$ cat src/rtl/waveform_gen_pkg.sv
// Shared types for waveform_gen and its downstream monitors.
package waveform_gen_pkg;

    localparam int unsigned LUT_WIDTH = 8;
    localparam int unsigned AVG_DEPTH = 4;

    typedef enum logic [1:0] {
        WAVE_SINE     = 2'd0,
        WAVE_TRIANGLE = 2'd1,
        WAVE_SAW      = 2'd2,
        WAVE_SQUARE   = 2'd3
    } wave_sel_t;

    typedef enum logic [1:0] {
        DIR_UNKNOWN = 2'd0,
        DIR_RISING  = 2'd1,
        DIR_FALLING = 2'd2
    } dir_state_t;

endpackage

$ cat src/rtl/wave_period_meter_extrema.sv
// wave_extrema_tracker: running min/max of the sample stream with load/update/hold.
module wave_extrema_tracker
    import waveform_gen_pkg::*;
(
    input  logic                        clk,
    input  logic                        rst_n,
    input  logic                        load_i,
    input  logic                        update_i,
    input  logic signed [LUT_WIDTH-1:0] sample_i,
    output logic signed [LUT_WIDTH-1:0] max_o,
    output logic signed [LUT_WIDTH-1:0] min_o
);

    logic signed [LUT_WIDTH-1:0] max_q, max_d;
    logic signed [LUT_WIDTH-1:0] min_q, min_d;

    // Load restarts both trackers on the current sample; update widens them.
    always_comb begin
        max_d = max_q;
        min_d = min_q;
        if (load_i) begin
            max_d = sample_i;
            min_d = sample_i;
        end else if (update_i) begin
            if (sample_i > max_q) max_d = sample_i;
            if (sample_i < min_q) min_d = sample_i;
        end
    end

    // Tracker registers.
    always_ff @(posedge clk or negedge rst_n) begin
        if (!rst_n) begin
            max_q <= '0;
            min_q <= '0;
        end else begin
            max_q <= max_d;
            min_q <= min_d;
        end
    end

    assign max_o = max_q;
    assign min_o = min_q;

endmodule

$ cat src/rtl/wave_period_meter.sv
// wave_period_meter: peak-to-peak period and per-period min/max of a sample stream.
// Optional feature: define WAVE_PERIOD_AVG_EN to add avg_period_o (mean of last 4 periods).
module wave_period_meter
    import waveform_gen_pkg::*;
#(
    parameter int unsigned CNT_WIDTH      = 16,
    parameter int unsigned SETTLE_PERIODS = 1
) (
    input  logic                        clk,
    input  logic                        rst_n,
    input  logic signed [LUT_WIDTH-1:0] wave_i,
    input  wave_sel_t                   wave_sel_i,
    input  logic                        halt_i,
    output logic        [CNT_WIDTH-1:0] period_o,
    output logic                        period_valid_o,
    output logic signed [LUT_WIDTH-1:0] max_o,
    output logic signed [LUT_WIDTH-1:0] min_o,
    output logic                        timeout_o
`ifdef WAVE_PERIOD_AVG_EN
    ,
    output logic        [CNT_WIDTH-1:0] avg_period_o
`endif
);

    localparam int unsigned SET_WIDTH = (SETTLE_PERIODS > 0) ? $clog2(SETTLE_PERIODS + 1) : 1;
    localparam logic [SET_WIDTH-1:0] SETTLE_INIT = SET_WIDTH'(SETTLE_PERIODS);
    localparam logic [CNT_WIDTH-1:0] CNT_MAX     = '1;

    logic signed [LUT_WIDTH-1:0] prev_q, prev_d;
    dir_state_t                  dir_q, dir_d;
    logic        [CNT_WIDTH-1:0] cnt_q, cnt_d;
    logic                        armed_q, armed_d;
    logic        [SET_WIDTH-1:0] settle_q, settle_d;
    wave_sel_t                   sel_q;
    logic                        halt_q;
    logic        [CNT_WIDTH-1:0] period_q, period_d;
    logic                        valid_q, valid_d;
    logic signed [LUT_WIDTH-1:0] max_q, max_d;
    logic signed [LUT_WIDTH-1:0] min_q, min_d;
    logic                        timeout_q, timeout_d;

    logic                        run_c;
    logic                        rearm_c;
    logic                        rise_c;
    logic                        fall_c;
    logic                        peak_c;
    logic signed [LUT_WIDTH-1:0] trk_max;
    logic signed [LUT_WIDTH-1:0] trk_min;
    logic signed [LUT_WIDTH-1:0] max_incl_c;
    logic signed [LUT_WIDTH-1:0] min_incl_c;

    // Event decode; a re-arm suppresses a coincident peak entirely.
    always_comb begin
        run_c      = !halt_i;
        rearm_c    = (wave_sel_i != sel_q) || (halt_i && !halt_q);
        rise_c     = run_c && (wave_i > prev_q);
        fall_c     = run_c && (wave_i < prev_q);
        peak_c     = fall_c && (dir_q == DIR_RISING) && !rearm_c;
        max_incl_c = (wave_i > trk_max) ? wave_i : trk_max;
        min_incl_c = (wave_i < trk_min) ? wave_i : trk_min;
    end

    wave_extrema_tracker u_extrema (
        .clk      (clk),
        .rst_n    (rst_n),
        .load_i   (peak_c),
        .update_i (run_c),
        .sample_i (wave_i),
        .max_o    (trk_max),
        .min_o    (trk_min)
    );

    // Direction FSM, period counter, arming/settle and output next-state.
    always_comb begin
        prev_d    = prev_q;
        dir_d     = dir_q;
        cnt_d     = cnt_q;
        armed_d   = armed_q;
        settle_d  = settle_q;
        period_d  = period_q;
        valid_d   = 1'b0;
        max_d     = max_q;
        min_d     = min_q;
        timeout_d = timeout_q;

        if (run_c) begin
            prev_d = wave_i;
            if (rise_c) begin
                dir_d = DIR_RISING;
            end else if (fall_c) begin
                dir_d = DIR_FALLING;
            end

            if (peak_c) begin
                cnt_d = '0;
                if (!armed_q) begin
                    armed_d = 1'b1;
                end else if (settle_q != '0) begin
                    settle_d = settle_q - SET_WIDTH'(1);
                end else begin
                    period_d  = cnt_q + CNT_WIDTH'(1);
                    max_d     = max_incl_c;
                    min_d     = min_incl_c;
                    valid_d   = 1'b1;
                    timeout_d = 1'b0;
                end
            end else begin
                cnt_d = (cnt_q == CNT_MAX) ? CNT_MAX : cnt_q + CNT_WIDTH'(1);
                if (cnt_d == CNT_MAX) begin
                    timeout_d = 1'b1;
                    armed_d   = 1'b0;
                    settle_d  = SETTLE_INIT;
                end
            end
        end

        if (rearm_c) begin
            armed_d  = 1'b0;
            settle_d = SETTLE_INIT;
            dir_d    = DIR_UNKNOWN;
        end
    end

    // State and output registers.
    always_ff @(posedge clk or negedge rst_n) begin
        if (!rst_n) begin
            prev_q    <= '0;
            dir_q     <= DIR_UNKNOWN;
            cnt_q     <= '0;
            armed_q   <= 1'b0;
            settle_q  <= SETTLE_INIT;
            sel_q     <= wave_sel_t'(2'd0);
            halt_q    <= 1'b0;
            period_q  <= '0;
            valid_q   <= 1'b0;
            max_q     <= '0;
            min_q     <= '0;
            timeout_q <= 1'b0;
        end else begin
            prev_q    <= prev_d;
            dir_q     <= dir_d;
            cnt_q     <= cnt_d;
            armed_q   <= armed_d;
            settle_q  <= settle_d;
            sel_q     <= wave_sel_i;
            halt_q    <= halt_i;
            period_q  <= period_d;
            valid_q   <= valid_d;
            max_q     <= max_d;
            min_q     <= min_d;
            timeout_q <= timeout_d;
        end
    end

    assign period_o       = period_q;
    assign period_valid_o = valid_q;
    assign max_o          = max_q;
    assign min_o          = min_q;
    assign timeout_o      = timeout_q;

`ifdef WAVE_PERIOD_AVG_EN
    localparam int unsigned SUM_WIDTH  = CNT_WIDTH + 2;
    localparam int unsigned HCNT_WIDTH = $clog2(AVG_DEPTH + 1);
    localparam int unsigned AVG_SHIFT  = $clog2(AVG_DEPTH);

    logic [CNT_WIDTH-1:0]  hist_q [AVG_DEPTH];
    logic [CNT_WIDTH-1:0]  hist_d [AVG_DEPTH];
    logic [SUM_WIDTH-1:0]  sum_q, sum_d;
    logic [HCNT_WIDTH-1:0] hcnt_q, hcnt_d;
    logic [CNT_WIDTH-1:0]  avg_q, avg_d;

    // Sliding window of the last AVG_DEPTH periods; the oldest slot is zero until filled.
    always_comb begin
        hist_d = hist_q;
        sum_d  = sum_q;
        hcnt_d = hcnt_q;
        avg_d  = avg_q;
        if (rearm_c) begin
            for (int i = 0; i < int'(AVG_DEPTH); i++) hist_d[i] = '0;
            sum_d  = '0;
            hcnt_d = '0;
            avg_d  = '0;
        end else if (valid_d) begin
            sum_d = sum_q + SUM_WIDTH'(period_d) - SUM_WIDTH'(hist_q[AVG_DEPTH-1]);
            for (int i = int'(AVG_DEPTH) - 1; i > 0; i--) hist_d[i] = hist_q[i-1];
            hist_d[0] = period_d;
            if (hcnt_q != HCNT_WIDTH'(AVG_DEPTH)) hcnt_d = hcnt_q + HCNT_WIDTH'(1);
            avg_d = (hcnt_d == HCNT_WIDTH'(AVG_DEPTH)) ? CNT_WIDTH'(sum_d >> AVG_SHIFT) : '0;
        end
    end

    // Averaging registers.
    always_ff @(posedge clk or negedge rst_n) begin
        if (!rst_n) begin
            for (int i = 0; i < int'(AVG_DEPTH); i++) hist_q[i] <= '0;
            sum_q  <= '0;
            hcnt_q <= '0;
            avg_q  <= '0;
        end else begin
            hist_q <= hist_d;
            sum_q  <= sum_d;
            hcnt_q <= hcnt_d;
            avg_q  <= avg_d;
        end
    end

    assign avg_period_o = avg_q;
`endif

endmodule

$ cat config.mk
export PLATFORM = sky130hd
export DESIGN_NAME = wave_period_meter
export DESIGN_NICKNAME = d
export VERILOG_FILES = /design/src/rtl/waveform_gen_pkg.sv /design/src/rtl/wave_period_meter_extrema.sv /design/src/rtl/wave_period_meter.sv
export SDC_FILE = /design/constraint.sdc
export NUM_CORES = 1
export LEC_CHECK = 0
export CORE_ASPECT_RATIO = 0.9
export CORE_UTILIZATION = 62
export DETAILED_ROUTE_END_ITERATION = 7
export HOLD_SLACK_MARGIN = 0.02
export PLACE_DENSITY_LB_ADDON = 0.08
export REMOVE_ABC_BUFFERS = 1
export SLEW_MARGIN = 20
export SYNTH_ARGS = -nofsm -noshare
export SYNTH_HDL_FRONTEND = slang
export SYNTH_SLANG_ARGS = --single-unit
$ cat constraint.sdc
create_clock -name clk -period 6.51 [get_ports clk]
set_clock_uncertainty 0.1 [all_clocks]
set_input_delay 0.9765 -clock clk [delete_from_list [all_inputs] [get_ports clk]]
set_output_delay 0.9765 -clock clk [all_outputs]
set_load 0.01 [all_outputs]
==> flow_summary.json, run 1 <==
{
  "fin_area_mm2": 0.005360,
  "wl_per_cell_um": 16.75,
  "hold_buffers": 0,
  "gp_congestion": 0.8417,
  "cp_slowest_cell": "nor4_4",
  "slowest_delay_ns": 0.70,
  "grt_pass1_wl_um": 15360,
  "pwr-share-clk": 0.232,
  "synth_top_area_share": 0.4250,
  "groute.usage.overall": 0.2551,
  "fmax_mhz": 254.3,
  "syn_inst": 401,
  "clkLatencyLatePin_ns": 0.36,
  "cts_inserted_buffers": 9,
  "fin_hold_ws_ns": 0.3923,
  "synth_ff_type": "dfrtp_1",
  "grt_pass1_vias": 2988,
  "via_count": 3155,
  "slew_violations": 0,
  "die_w_um": 93.88,
  "yosysSeqAreaShare": 0.4305,
  "clk_path_buf_depth": 2,
  "cp_top_family": "buffers and inverters",
  "preCtsSetupSlack_ns": 2.215,
  "wirelength_um": 9064,
  "placed_cell_area_mm2": 0.005159,
  "tns_ns": 0,
  "setup_violations": 0,
  "n_antenna_cell": 0,
  "slew_headroom": 0.4926,
  "total_power_uw": 1599,
  "combPwrFrac": 0.335,
  "cts_resized": 0,
  "dr.pass1.iters": 4,
  "overflow": 0,
  "required_ns": 6.66,
  "p_sw_uw": 548.9,
  "path_max_fanout": 16,
  "tightest_slew_ns": 0.7555,
  "hp-class": "register to register",
  "period_needed_ns": 3.932,
  "synth.area.top_cells": "dfrtp_1, mux2_2, mux2_4",
  "startpoint_type": "primary input",
  "grt_setup_unrepaired": "no",
  "cap_violations": 0,
  "yosys.area.top_type": "dfrtp_1",
  "drtIter0Drc": 211,
  "core_area_mm2": 0.007184,
  "fillCellCount": 509,
  "path_cells": "clkdlybuf4s50_1 -> ha_1 -> nor2b_1 -> o211ai_2 -> a21oi_2 -> o22ai_4 -> nand3b_2 -> nor4_4 -> buf_4 -> mux2_4",
  "root_buffer": "clkbuf_8",
  "p_per_area_mw_per_mm2": 298.3,
  "die_h_um": 84.70,
  "area_growth_pct": 13.78,
  "drc": 0,
  "via_per_inst": 5.832,
  "fp-row-count": 29,
  "clock-sinks": 81,
  "synth_async_sr_flop_share": 1.000,
  "cts_tree": "yes",
  "dieArea_mm2": 0.007951,
  "hold_violations": 0,
  "cp-end-kind": "register",
  "power.leakage_uw": 0.002360,
  "htreeDepth": 3,
  "syn-cell-area_mm2": 0.004711,
  "synth_edf_count": 0,
  "avgSynthCellArea_um2": 11.75,
  "yosysUniqueCellTypes": 63,
  "switching_share": 0.3433,
  "cts_setup_buffers": 0,
  "critPathBufInv": 2,
  "grt_start_max_net_pins": 82,
  "layout.nets": 480,
  "clk_pin_slew_worst_paths_ns": 0.08,
  "io_pins": 47,
  "port_buffers": 46,
  "internal-power_uw": 1050,
  "status": "finished clean",
  "final.period_utilization": 0.6040,
  "max-vdd-ir-drop_mv": 0.1913,
  "place.detailed.hpwl_um": 6117,
  "timing_worst_setup_path_type": "primary input to register",
  "antenna_left": 0,
  "p_seq_frac": 0.433,
  "worst_slack_ns": 2.578,
  "drive_gt1_frac": 0.2567,
  "synth_warnings": 0,
  "crit_arrival_ns": 4.08,
  "ys_ff_latch": 81,
  "grt_antenna_before_repair": 0,
  "start_util": 0.6557
}
-- power groups by stage --
stage          logic (uW)  registers, uW  clock network, uW
3_5_place_dp          530            698                  0
5_1_grt               596            705                402
4_1_cts               537            689                378
6_report              536            692                370
3_3_place_gp          513            691                  0
2_1_floorplan         416            672                  0
-- cell type report --
class                   count  area [um2]  share of cell area
repair buffers             49       484.2             0.09034
well taps                  93       116.4             0.02171
clock inverters             4       52.55            0.009804
multi-input cells         270        2414              0.4503
clock buffers              12       145.1             0.02708
inverters                  32       120.1             0.02241
flip-flops and latches     81        2028              0.3784
-- logic make-up (layout without fill, tap and decap cells) --
group,Yosys count,count (layout),share of synthesized area
AOI/OAI and AO/OA,74,74,0.1118
xor gates and xnor gates,16,16,0.03294
adders and majority gates,24,24,0.06375
buffers and inverters,50,97,0.05710
DFF,81,81,0.4305
muxes,72,72,0.1910
and+or+nand+nor,84,84,0.1129
-- worst paths after layout --
check	startpoint	slack (ns)	cells after the start	end
setup / recovery	wave_i[1]	2.58	10	min_o[6]$_DFFE_PN0P_
hold / removal	prev_q[0]$_DFFE_PN0N_	0.39	2	prev_q[0]$_DFFE_PN0N_
setup reg to reg	prev_q[1]$_DFFE_PN0N_	3.49	10	min_o[6]$_DFFE_PN0P_
hold reg to reg	prev_q[0]$_DFFE_PN0N_	0.39	2	prev_q[0]$_DFFE_PN0N_
max in group asynchronous	rst_n	5.25	1	cnt_q[8]$_DFFE_PN0N_
min in group asynchronous	rst_n	0.54	1	max_o[6]$_DFFE_PN0P_
-- placed cells by master (no fill, tap or decap), types with 3 or more instances in the layout --
master / Yosys / final
o22a_1: 8 / 8
clkdlybuf4s50_1: 0 / 45
a31oi_1: 7 / 7
nor3_1: 4 / 4
inv_1: 32 / 32
mux2_4: 25 / 25
nand3_2: 3 / 3
buf_4: 0 / 3
o21ai_0: 12 / 12
nand4_1: 7 / 7
and4_1: 3 / 3
mux2_2: 43 / 43
xnor2_1: 10 / 10
clkinvlp_4: 0 / 3
o211ai_1: 3 / 3
ha_1: 24 / 24
and3_1: 5 / 5
a21o_1: 4 / 4
clkbuf_8: 3 / 10
dfrtp_1: 80 / 80
mux2i_1: 4 / 4
nand2_1: 18 / 18
nor2b_1: 3 / 3
xor2_1: 4 / 4
a21oi_1: 20 / 20
nor2_1: 13 / 13
nand3_1: 8 / 8
nand4_2: 3 / 3
-- routing by layer --
metal	routed length, um	global-route usage	part of all wire
met1	4595	0.3777	0.51
met2	3926	0.3696	0.43
met3	475	0.07699	0.052
met4	67	0.05594	0.0074
met5	0	0	0
-- worst reg2reg max path, cell delays in order, from the launching register on --
cell	delay, ns
dfrtp_1	0.35
inv_1	0.05
ha_1	0.28
nor2b_1	0.14
o211ai_2	0.14
a21oi_2	0.09
o22ai_4	0.17
nand3b_2	0.15
nor4_4	0.70
buf_4	0.42
mux2_4	0.34
-- through the flow --
stage               instances  utilization
finish                    541       0.7461
global route              541       0.7461
CTS                       541       0.7456
detailed placement        525       0.7180
global placement          525       0.7180
floorplan                 383            -
-- cell usage after synthesis, types with 5 or more instances --
master    number
nor2_1        13
xnor2_1       10
o21ai_0       12
nand2_1       18
and3_1         5
ha_1          24
nand3_1        8
o22a_1         8
a21oi_1       20
clkbuf_1       7
buf_6          5
inv_1         32
nand4_1        7
a31oi_1        7
mux2_2        43
mux2_4        25
dfrtp_1       80
-- state kept, by name, summed over array words and instances (netlist names), 2 cells and up --
signal / count
sel_q: 2
cnt_q: 16
period_o: 16
prev_q: 8
min_o: 8
u_extrema.min_o: 8
dir_q: 2
max_o: 8
u_extrema.max_o: 8
Note: power is estimated with default switching activity, not from simulation.
==> run 2, diff against run 1 <==
--- a/config.mk
+++ b/config.mk
@@ -6,7 +6,7 @@
 export NUM_CORES = 1
 export LEC_CHECK = 0
 export CORE_ASPECT_RATIO = 0.9
-export CORE_UTILIZATION = 62
+export CORE_UTILIZATION = 58
 export DETAILED_ROUTE_END_ITERATION = 7
 export HOLD_SLACK_MARGIN = 0.02
 export PLACE_DENSITY_LB_ADDON = 0.08
==> constraint.sdc (replaced) <==
create_clock -name clk -period 3.7 [get_ports clk]
set_clock_uncertainty 0.1 [all_clocks]
set_input_delay 0.555 -clock clk [delete_from_list [all_inputs] [get_ports clk]]
set_output_delay 0.555 -clock clk [all_outputs]
set_load 0.01 [all_outputs]
==> run 2 against run 1 <==
  * Clock-buffer cell count stayed put
  * Global-route usage fell by 2.6 points
  * Final area is 0.44% higher
  * Sequential share of layout area is 0.17 points lower
  * Worst hold slack lost 0.27 ns
  * Die area increased by 6.7%
==> flow_summary.json, run 2 (synthesized netlist as in run 1, its figures left out) <==
{
  "status": "finished clean",
  "start_util": 0.6122,
  "fillCellCount": 597,
  "drtIter0Drc": 173,
  "crit_arrival_ns": 3.22,
  "setup_violations": 0,
  "startpoint_type": "primary input",
  "groute.usage.overall": 0.2287,
  "drc": 0,
  "internal-power_uw": 1797,
  "antenna_left": 0,
  "root_buffer": "clkbuf_8",
  "drive_gt1_frac": 0.2659,
  "gp_congestion": 0.8996,
  "wl_met3_um": 519,
  "grt_start_max_net_pins": 82,
  "port_buffers": 46,
  "via_per_inst": 5.864,
  "grt_pass1_wl_um": 15290,
  "die_w_um": 97.00,
  "final.period_utilization": 0.8344,
  "clock-sinks": 81,
  "power.leakage_uw": 0.002373,
  "cts_resized": 0,
  "timing_worst_setup_path_type": "primary input to register",
  "hold_buffers": 0,
  "p_sw_uw": 958.6,
  "place.detailed.hpwl_um": 6169,
  "dr.pass1.iters": 5,
  "placed_cell_area_mm2": 0.005215,
  "htreeDepth": 3,
  "cp-end-kind": "register",
  "wl_met1_um": 4542,
  "p_per_area_mw_per_mm2": 511.9,
  "slew_headroom": 0.5087,
  "top_layer_used": "met4",
  "layout.nets": 487,
  "core_area_mm2": 0.007695,
  "cts_setup_buffers": 0,
  "clkLatencyLatePin_ns": 0.35,
  "grt_antenna_before_repair": 0,
  "area_growth_pct": 14.29,
  "clk_path_buf_depth": 2,
  "reg2reg_slack_ns": 0.96,
  "switching_share": 0.3478,
  "hold_violations": 0,
  "io_pins": 47,
  "grt_pass1_vias": 3048,
  "cts_tree": "yes",
  "p_seq_frac": 0.440,
  "dieArea_mm2": 0.008487,
  "required_ns": 3.83,
  "wl_per_cell_um": 16.15,
  "n_antenna_cell": 0,
  "via_count": 3231,
  "fp-row-count": 30,
  "worst_slack_ns": 0.6127,
  "wl_met2_um": 3717,
  "tightest_slew_ns": 0.7369,
  "overflow": 0,
  "die_h_um": 87.50,
  "final_cell_mix": "dfrtp_1, clkdlybuf4s50_1, mux2_2, inv_1, mux2_4",
  "preCtsSetupSlack_ns": 0.2375,
  "combPwrFrac": 0.356,
  "fin_area_mm2": 0.005384,
  "max-vdd-ir-drop_mv": 0.3169,
  "cap_violations": 0,
  "fmax_mhz": 323.9,
  "grt_setup_unrepaired": "no",
  "pwr-share-clk": 0.204,
  "clk_pin_slew_worst_paths_ns": 0.08,
  "cts_inserted_buffers": 9,
  "slew_violations": 0,
  "path_max_fanout": 18,
  "wirelength_um": 8897,
  "final_common_cell": "dfrtp_1",
  "period_needed_ns": 3.087,
  "hp-class": "primary input to async pin"
}
[run 2: final cells by class]
type,instances,area [um2],share of cell area
clock buffers,12,135.1,0.02510
multi-input cells,270,2414,0.4483
repair buffers,56,536.8,0.09970
well taps,96,120.1,0.02231
clock inverters,4,30.03,0.005578
inverters,32,120.1,0.02231
flip-flops and latches,81,2028,0.3767
[run 2: final timing paths]
path,from,end,cells past startpoint
max in group asynchronous,rst_n,period_o[6]$_DFFE_PN0P_,1
setup / recovery,wave_i[1],period_o[5]$_DFFE_PN0P_,10
setup reg to reg,cnt_q[0]$_DFFE_PN0N_,timeout_o$_DFFE_PN0P_,6
hold / removal,rst_n,max_o[4]$_DFFE_PN0P_,1
min in group clk,prev_q[0]$_DFFE_PN0N_,prev_q[0]$_DFFE_PN0N_,2
hold reg to reg,prev_q[0]$_DFFE_PN0N_,prev_q[0]$_DFFE_PN0N_,2
[run 2: power groups by stage]
stage | sequential [uW] | clock (uW) | combinational (uW)
after detailed placement | 1230 | 0 | 975
after global placement | 1210 | 0 | 956
after global routing | 1240 | 617 | 1080
after floorplan | 1180 | 0 | 732
after CTS | 1210 | 577 | 984
final | 1210 | 563 | 982
[run 2: metal layers]
| metal | global-route usage | up-vias |
|---|---|---|
| li1 | - | 1541 |
| met1 | 0.3394 | 1575 |
| met2 | 0.3284 | 103 |
| met3 | 0.05297 | 12 |
| met4 | 0.07734 | 0 |
| met5 | 0 | - |
[run 2: through the flow]
stage	cells	util	hold slack [ns]	setup TNS [ns]	total power [uW]
2_1_floorplan	383	-	0.1594	-1.741	1914
3_3_place_gp	535	0.6777	0.3762	0	2170
3_5_place_dp	535	0.6777	0.3849	0	2201
4_1_cts	551	0.6992	0.3154	0	2771
5_1_grt	551	0.6997	0.1850	0	2939
6_report	551	0.6997	0.1259	0	2756
[run 2: worst max-delay path: stages]
cell	delay, ns
clkdlybuf4s50_1	0.64
ha_1	0.30
nor2b_1	0.14
o211ai_2	0.14
a21oi_2	0.09
o22ai_4	0.16
nand3b_2	0.14
nor4_4	0.29
buf_4	0.37
mux2_2	0.39
